[config.mk]
export PLATFORM = sky130hd
export DESIGN_NAME = imem_fetch
export DESIGN_NICKNAME = d
export VERILOG_FILES = /design/src/rtl/rv32i_pkg.sv /design/src/rtl/byte_assembler.sv /design/src/rtl/imem_fetch.sv
export SDC_FILE = /design/constraint.sdc
export NUM_CORES = 1
export LEC_CHECK = 0
export ABC_AREA = 1
export CAP_MARGIN = 20
export CORE_MARGIN = 3
export CORE_UTILIZATION = 54
export DETAILED_ROUTE_END_ITERATION = 10
export GPL_ROUTABILITY_DRIVEN = 0
export PLACE_DENSITY = 0.82
export SYNTH_ARGS = -nofsm -noshare
export SYNTH_HDL_FRONTEND = slang
export SYNTH_SLANG_ARGS = --single-unit
[constraint.sdc]
create_clock -name clk -period 5.4 [get_ports clk]
set_clock_uncertainty 0.2 [all_clocks]
set_input_delay 1.08 -clock clk [delete_from_list [all_inputs] [get_ports clk]]
set_output_delay 1.08 -clock clk [all_outputs]
set_load 0.02 [all_outputs]
[src/rtl/rv32i_pkg.sv]
// Shared definitions for the rv32i core's fetch and load/store paths.
package rv32i_pkg;

  // addi x0,x0,0 -- safe filler while no instruction word is held
  localparam logic [31:0] NOP_WORD = 32'h0000_0013;

  // Number of byte beats that make up one 32-bit word
  localparam int BYTES_PER_WORD = 4;

  // Fetch sequencer states
  typedef enum logic [1:0] {
    IDLE,
    FETCH,
    ERR
  } fetch_state_t;

endpackage

[src/rtl/byte_assembler.sv]
// Little-endian 4-beat byte-to-word assembler with a beat counter.
// 'assembled' is the word including the byte presented this cycle, so the
// caller can capture a complete word in the same cycle that 'done' pulses.
// Shared with the data-side load path.
module byte_assembler
  import rv32i_pkg::*;
(
  input  logic        clk,
  input  logic        reset,
  input  logic        clear,
  input  logic        load,
  input  logic [7:0]  din,
  output logic [31:0] assembled,
  output logic [1:0]  beat,
  output logic        done
);

  logic [31:0] word;

  // Insert the incoming byte at the lane selected by the current beat
  always_comb begin
    assembled = word;
    assembled[{beat, 3'b000} +: 8] = din;
  end

  assign done = load && (beat == 2'(BYTES_PER_WORD - 1));

  // Hold the partial word and advance the beat; clear restarts at lane 0
  always_ff @(posedge clk or posedge reset) begin
    if (reset) begin
      word <= '0;
      beat <= '0;
    end else if (clear) begin
      beat <= '0;
    end else if (load) begin
      word <= assembled;
      beat <= beat + 2'd1;
    end
  end

endmodule

[src/rtl/imem_fetch.sv]
// Instruction fetch responder: serves the core's pc from a one-word buffer
// tagged by word address, refilling it over an 8-bit req/ack memory port.
// Optional feature: define IMEM_FETCH_PREFETCH_EN to add a second buffer that
// prefetches the next sequential word while the core is hitting.
module imem_fetch #(
  parameter logic [31:0] NOP_WORD = 32'h0000_0013,
  parameter int          ADDR_W   = 32
) (
  input  logic              clk,
  input  logic              reset,
  input  logic [ADDR_W-1:0] pc,
  output logic [31:0]       instruction,
  output logic              instr_valid,
  output logic              stall,
  output logic              misaligned,
  output logic              mem_req,
  output logic [ADDR_W-1:0] mem_addr,
  input  logic [7:0]        mem_rdata,
  input  logic              mem_ack
);
  import rv32i_pkg::*;

  localparam int TW = ADDR_W - 2;

  fetch_state_t  state, state_nx;
  logic [TW-1:0] pc_word;
  logic [TW-1:0] fa, fa_nx;
  logic [TW-1:0] tag, tag_nx;
  logic          tag_valid, tag_valid_nx;
  logic [31:0]   buffer, buffer_nx;
  logic          mis_q, mis_nx;
  logic          pc_aligned;
  logic          hit;
  logic          moved;
  logic          load;
  logic          asm_clear;
  logic          asm_done;
  logic [31:0]   asm_word;
  logic [1:0]    beat;

`ifdef IMEM_FETCH_PREFETCH_EN
  logic [31:0]   pf, pf_nx;
  logic [TW-1:0] pf_tag, pf_tag_nx;
  logic          pf_valid, pf_valid_nx;
  logic          pf_mode, pf_mode_nx;
`endif

  assign pc_word    = pc[ADDR_W-1:2];
  assign pc_aligned = (pc[1:0] == 2'b00);
  assign moved      = (pc_word != fa) || !pc_aligned;

  // Hit is purely combinational on pc so a buffered word costs no latency
  assign hit = tag_valid && (tag == pc_word) && pc_aligned && (state != ERR);

  assign instr_valid = hit;
  assign stall       = !hit;
  assign instruction = hit ? buffer : NOP_WORD;
  assign misaligned  = mis_q;

  // Request lines come straight from the state so an async reset drops them at once
  assign mem_req  = (state == FETCH);
  assign mem_addr = {fa, beat};
  assign load     = mem_req && mem_ack;

  byte_assembler u_asm (
    .clk       (clk),
    .reset     (reset),
    .clear     (asm_clear),
    .load      (load),
    .din       (mem_rdata),
    .assembled (asm_word),
    .beat      (beat),
    .done      (asm_done)
  );

  // Fetch sequencer state register
  always_ff @(posedge clk or posedge reset) begin
    if (reset) state <= IDLE;
    else       state <= state_nx;
  end

  // Next-state logic: start, restart, abandon or complete word fetches
  always_comb begin
    state_nx     = state;
    fa_nx        = fa;
    tag_nx       = tag;
    tag_valid_nx = tag_valid;
    buffer_nx    = buffer;
    mis_nx       = mis_q;
    asm_clear    = 1'b0;
`ifdef IMEM_FETCH_PREFETCH_EN
    pf_nx        = pf;
    pf_tag_nx    = pf_tag;
    pf_valid_nx  = pf_valid;
    pf_mode_nx   = pf_mode;
`endif
    case (state)
      IDLE: begin
        if (!pc_aligned) begin
          state_nx = ERR;
          mis_nx   = 1'b1;
        end else if (!hit) begin
`ifdef IMEM_FETCH_PREFETCH_EN
          if (pf_valid && (pf_tag == pc_word)) begin
            buffer_nx    = pf;
            tag_nx       = pf_tag;
            tag_valid_nx = 1'b1;
            pf_valid_nx  = 1'b0;
          end else begin
            state_nx     = FETCH;
            fa_nx        = pc_word;
            tag_valid_nx = 1'b0;
            asm_clear    = 1'b1;
            pf_mode_nx   = 1'b0;
          end
`else
          state_nx     = FETCH;
          fa_nx        = pc_word;
          tag_valid_nx = 1'b0;
          asm_clear    = 1'b1;
`endif
        end
`ifdef IMEM_FETCH_PREFETCH_EN
        else if (!(pf_valid && (pf_tag == tag + TW'(1)))) begin
          state_nx    = FETCH;
          fa_nx       = tag + TW'(1);
          pf_valid_nx = 1'b0;
          pf_mode_nx  = 1'b1;
          asm_clear   = 1'b1;
        end
`endif
      end

      FETCH: begin
`ifdef IMEM_FETCH_PREFETCH_EN
        if (pf_mode) begin
          if (load) begin
            if (!hit) begin
              asm_clear = 1'b1;
              state_nx  = IDLE;
            end else if (asm_done) begin
              pf_nx       = asm_word;
              pf_tag_nx   = fa;
              pf_valid_nx = 1'b1;
              state_nx    = IDLE;
            end
          end
        end else
`endif
        if (load) begin
          if (moved) begin
            asm_clear = 1'b1;
            if (!pc_aligned) begin
              state_nx = ERR;
              mis_nx   = 1'b1;
            end else begin
              fa_nx = pc_word;
            end
          end else if (asm_done) begin
            tag_nx       = fa;
            tag_valid_nx = 1'b1;
            buffer_nx    = asm_word;
            state_nx     = IDLE;
          end
        end
      end

      ERR: begin
        state_nx = ERR;
      end

      default: begin
        state_nx = IDLE;
      end
    endcase
  end

  // Word buffer, tag and fetch address registers
  always_ff @(posedge clk or posedge reset) begin
    if (reset) begin
      fa        <= '0;
      tag       <= '0;
      tag_valid <= 1'b0;
      buffer    <= '0;
      mis_q     <= 1'b0;
`ifdef IMEM_FETCH_PREFETCH_EN
      pf        <= '0;
      pf_tag    <= '0;
      pf_valid  <= 1'b0;
      pf_mode   <= 1'b0;
`endif
    end else begin
      fa        <= fa_nx;
      tag       <= tag_nx;
      tag_valid <= tag_valid_nx;
      buffer    <= buffer_nx;
      mis_q     <= mis_nx;
`ifdef IMEM_FETCH_PREFETCH_EN
      pf        <= pf_nx;
      pf_tag    <= pf_tag_nx;
      pf_valid  <= pf_valid_nx;
      pf_mode   <= pf_mode_nx;
`endif
    end
  end

endmodule

==> metrics.txt <==
result of the run=finished clean; placed cell area=8260 um^2; share of the core filled with cells=a little over two thirds; leftover overflow at the end of global routing=0; most instantiated flip-flop cell in the synthesis netlist=sky130_fd_sc_hd__dfrtp_1; DR vias/cell=5.17; wire length of the first global-routing pass=around 30000 um; number of detailed-routing iterations run before antenna repair=6; Post CTS Setup Buffer Count=0; cell leakage power=0.00438 uW; synthesized flop and latch total=130; number of synthesis warnings=0; async set-or-reset flop fraction in the synthesized netlist=100%; DRC viols=0; total power after layout=between 2000 and 3000 uW; cts-stage hold buffer count=0; number of clock sinks=130; area added between synthesis and finish=25.6%; critical hold path startpoint=u_asm.word[26]$_DFFE_PP0P_; die height=121 um; crit path cell chain=clkdlybuf4s50_1, inv_2, nand2_1, nand2_1, nor2_1, nand3_1, nor2_1, nand4_1, nor2_2, inv_1, buf_4, nor2_1, clkdlybuf4s50_1; Final ANT Viol Nets=0; final count of negative-setup-slack endpoints=0; critical register-to-register path endpoint=buffer[10]$_DFFE_PP0P_; achievable frequency=between 150 and 200 MHz; total number of H-tree levels=4; Clock Pin Slew Worst Setup and Hold Paths=0.05 ns; Mapped Cells=980; Max VDD drop=220 uV; crit-path leading delay family=buffers and inverters; Post-Syn Area=7090 um^2; sum of net half-perimeters after detailed placement=approximately 13000 um; min Tclk post-route=5.11 ns; Initial Util=55.8%; worst reg2reg path depth=8; Worst Setup End Kind=output pin; slew at the pin closest to its max-slew limit=around 0.86 ns; area of the core=12700 um^2; startpoint types=input pin; slowest library cell on the worst path=sky130_fd_sc_hd__clkdlybuf4s50_1; maximum fanout along the worst path=14; die width=121 um; reg-to-reg critical path startpoint=u_asm.beat[0]$_DFFE_PP0P_; WL final=18400 um; share of the cycle needed by the critical path after routing=94.7%; total die area=14500 um^2; total count of hold-check failures in the final report=0; power density of the placed cells=296 nW/um^2; final layout net count=1132; Worst-Skew Late Latency=0.42 ns; final cell area excluding filler cells=8910 um^2; # fillers=1054; maximum number of pins on one net before global-route repair=70; sequential area share after synthesis=45.9%; hold path cells=2; IO Pins=around 110; floorplan row count=41; Net Count, Synth=1028; number of enable flip-flop cells after synthesis=0; number of buffers between clock root and the deepest sink=2; TritonCTS clock tree=yes; start-to-end type of the worst setup path=in2out; reported max-cap violation count=0; quantity of I/O buffers inserted on ports=110; fraction of layout instances using a drive strength above 1=8.75%; number of vias after detailed routing=around 6600; RSZ-0062 raised after global routing=false; worst setup slack for register-to-register paths=2.54 ns; antenna violations before repair=0; average wire length per cell after detail routing=14.5 um; post-route insts no fill=1269; Worst Path Arrival=~3.8 ns; Antenna Cells=0; buffer and inverter count on the worst path=5; Root Buffer=sky130_fd_sc_hd__clkbuf_16; via count of the first global-routing pass=6188; number of placed instances with taps included=1237; worst slew margin relative to its limit=42.6%; Inserted Clock Buffers=17; CP dominant cell by count=sky130_fd_sc_hd__nor2_1; Worst Hold Class=reg2reg; synthesized area divided by synthesized cell count=7.24 um^2; Setup Total Neg Slack=0 ns; Final Slew Violations=0; required time at the endpoint of the critical path=4.12 ns; worst min-delay path endpoint=u_asm.word[26]$_DFFE_PP0P_; global-route usage over all layers=26.1%; largest incremental delay on the critical path=about 0.62 ns; First DRT Iteration DRCs=726; cts repair resizes=0; Cell variety after synth=31
==> cell usage after synthesis, types with 3 or more instances <==
cell	instances	area share, %
sky130_fd_sc_hd__o22ai_1	24	2.1
sky130_fd_sc_hd__o21ai_0	42	3.0
sky130_fd_sc_hd__clkinv_1	5	0.26
sky130_fd_sc_hd__inv_2	17	0.90
sky130_fd_sc_hd__inv_1	148	7.8
sky130_fd_sc_hd__clkbuf_1	7	0.37
sky130_fd_sc_hd__buf_6	8	1.3
sky130_fd_sc_hd__buf_4	5	0.53
sky130_fd_sc_hd__dfrtp_1	130	46
sky130_fd_sc_hd__nand3_1	39	2.8
sky130_fd_sc_hd__o21ai_2	30	3.7
sky130_fd_sc_hd__a22oi_1	4	0.42
sky130_fd_sc_hd__nand2_1	329	17
sky130_fd_sc_hd__buf_2	13	0.92
sky130_fd_sc_hd__o21ai_1	38	2.7
sky130_fd_sc_hd__nor2_1	93	4.9
sky130_fd_sc_hd__xnor2_1	11	1.4
sky130_fd_sc_hd__nor2_2	3	0.26
sky130_fd_sc_hd__nand4_1	8	0.71
sky130_fd_sc_hd__a21oi_1	9	0.63
sky130_fd_sc_hd__ha_1	5	0.88
==> metrics by stage <==
stage / hold WS, ns / setup WS, ns
after floorplan: 0.253 / 0.651
after global placement: 0.267 / 0.441
after detailed placement: 0.274 / 0.335
after CTS: 0.291 / 0.321
after global routing: 0.313 / 0.116
final: 0.290 / 0.288
==> kinds of logic after synthesis <==
logic type / share of synthesized area, %
fa+ha+maj: 0.882
compound gates: 12.8
buf+inv: 12.3
simple gates: 26.6
flops: 45.9
xor+xnor: 1.61
==> registers in the layout, summed over array words and instances (netlist names) <==
| register | count |
|---|---|
| u_asm.beat | 2 |
| u_asm.word | 32 |
| state | 2 |
| fa | 30 |
| tag | 30 |
| buffer | 32 |
| misaligned | 1 |
| tag_valid | 1 |
==> routing by layer <==
metal | track usage (%) | vias to the layer above | share of wire (%) | wire [um]
met5 | 0 | - | 0 | 0
li1 | - | 3228 | - | -
met3 | 4.86 | 34 | 7.1 | 1300
met4 | 9.28 | 0 | 2.1 | 386
met2 | 38.5 | 268 | 44 | 8160
met1 | 38.5 | 3025 | 47 | 8600
==> layout by cell type (no fill, tap or decap), drive strengths merged <==
master and instances:
and2 1, nand3 39, xnor2 11, xor2 2
clkinvlp 2, ha 5, o32ai 1, a21oi 9
nand2 331, nor3 1, nor2 97, clkinv 9
bufinv 5, buf 10, clkbuf 22, a22oi 4
clkdlybuf4s50 110, o22ai 24, dfrtp 130, nand4 8
a31o 1, o21ai 110, inv 165
==> power by group <==
group | total (uW) | internal (uW) | switching, uW
Clock | 1260 | 841 | 421
Combinational | 315 | 138 | 177
Sequential | 1060 | 1010 | 46.1
==> area by class of cell <==
class                   instances  area, um^2  area share (%)
flip-flops and latches        130        3250            36.5
multi-input cells             644        2970            33.4
repair buffers                120        1180            13.2
inverters                     171         646            7.25
clock buffers                  22         464            5.21
well taps                     172         215            2.42
clock inverters                10         180            2.02
==> worst min-delay path, cell delays in order, from the launching register on <==
cell,delay [ns]
sky130_fd_sc_hd__dfrtp_1,0.35
sky130_fd_sc_hd__nand2_1,0.05
sky130_fd_sc_hd__o21ai_0,0.05
==> worst max path at each step <==
stage / cells past startpoint / slack [ns] / startpoint / to
after floorplan: 1 / 0.65 / reset / buffer[0]$_DFFE_PP0P_
after global placement: 13 / 0.44 / pc[29] / instruction[22]
after detailed placement: 13 / 0.33 / pc[29] / instruction[7]
after CTS: 13 / 0.32 / pc[29] / instruction[7]
after global routing: 13 / 0.12 / pc[29] / instruction[21]
final: 13 / 0.29 / pc[29] / instruction[7]
No activity file was read; power rests on OpenSTA's default activity.
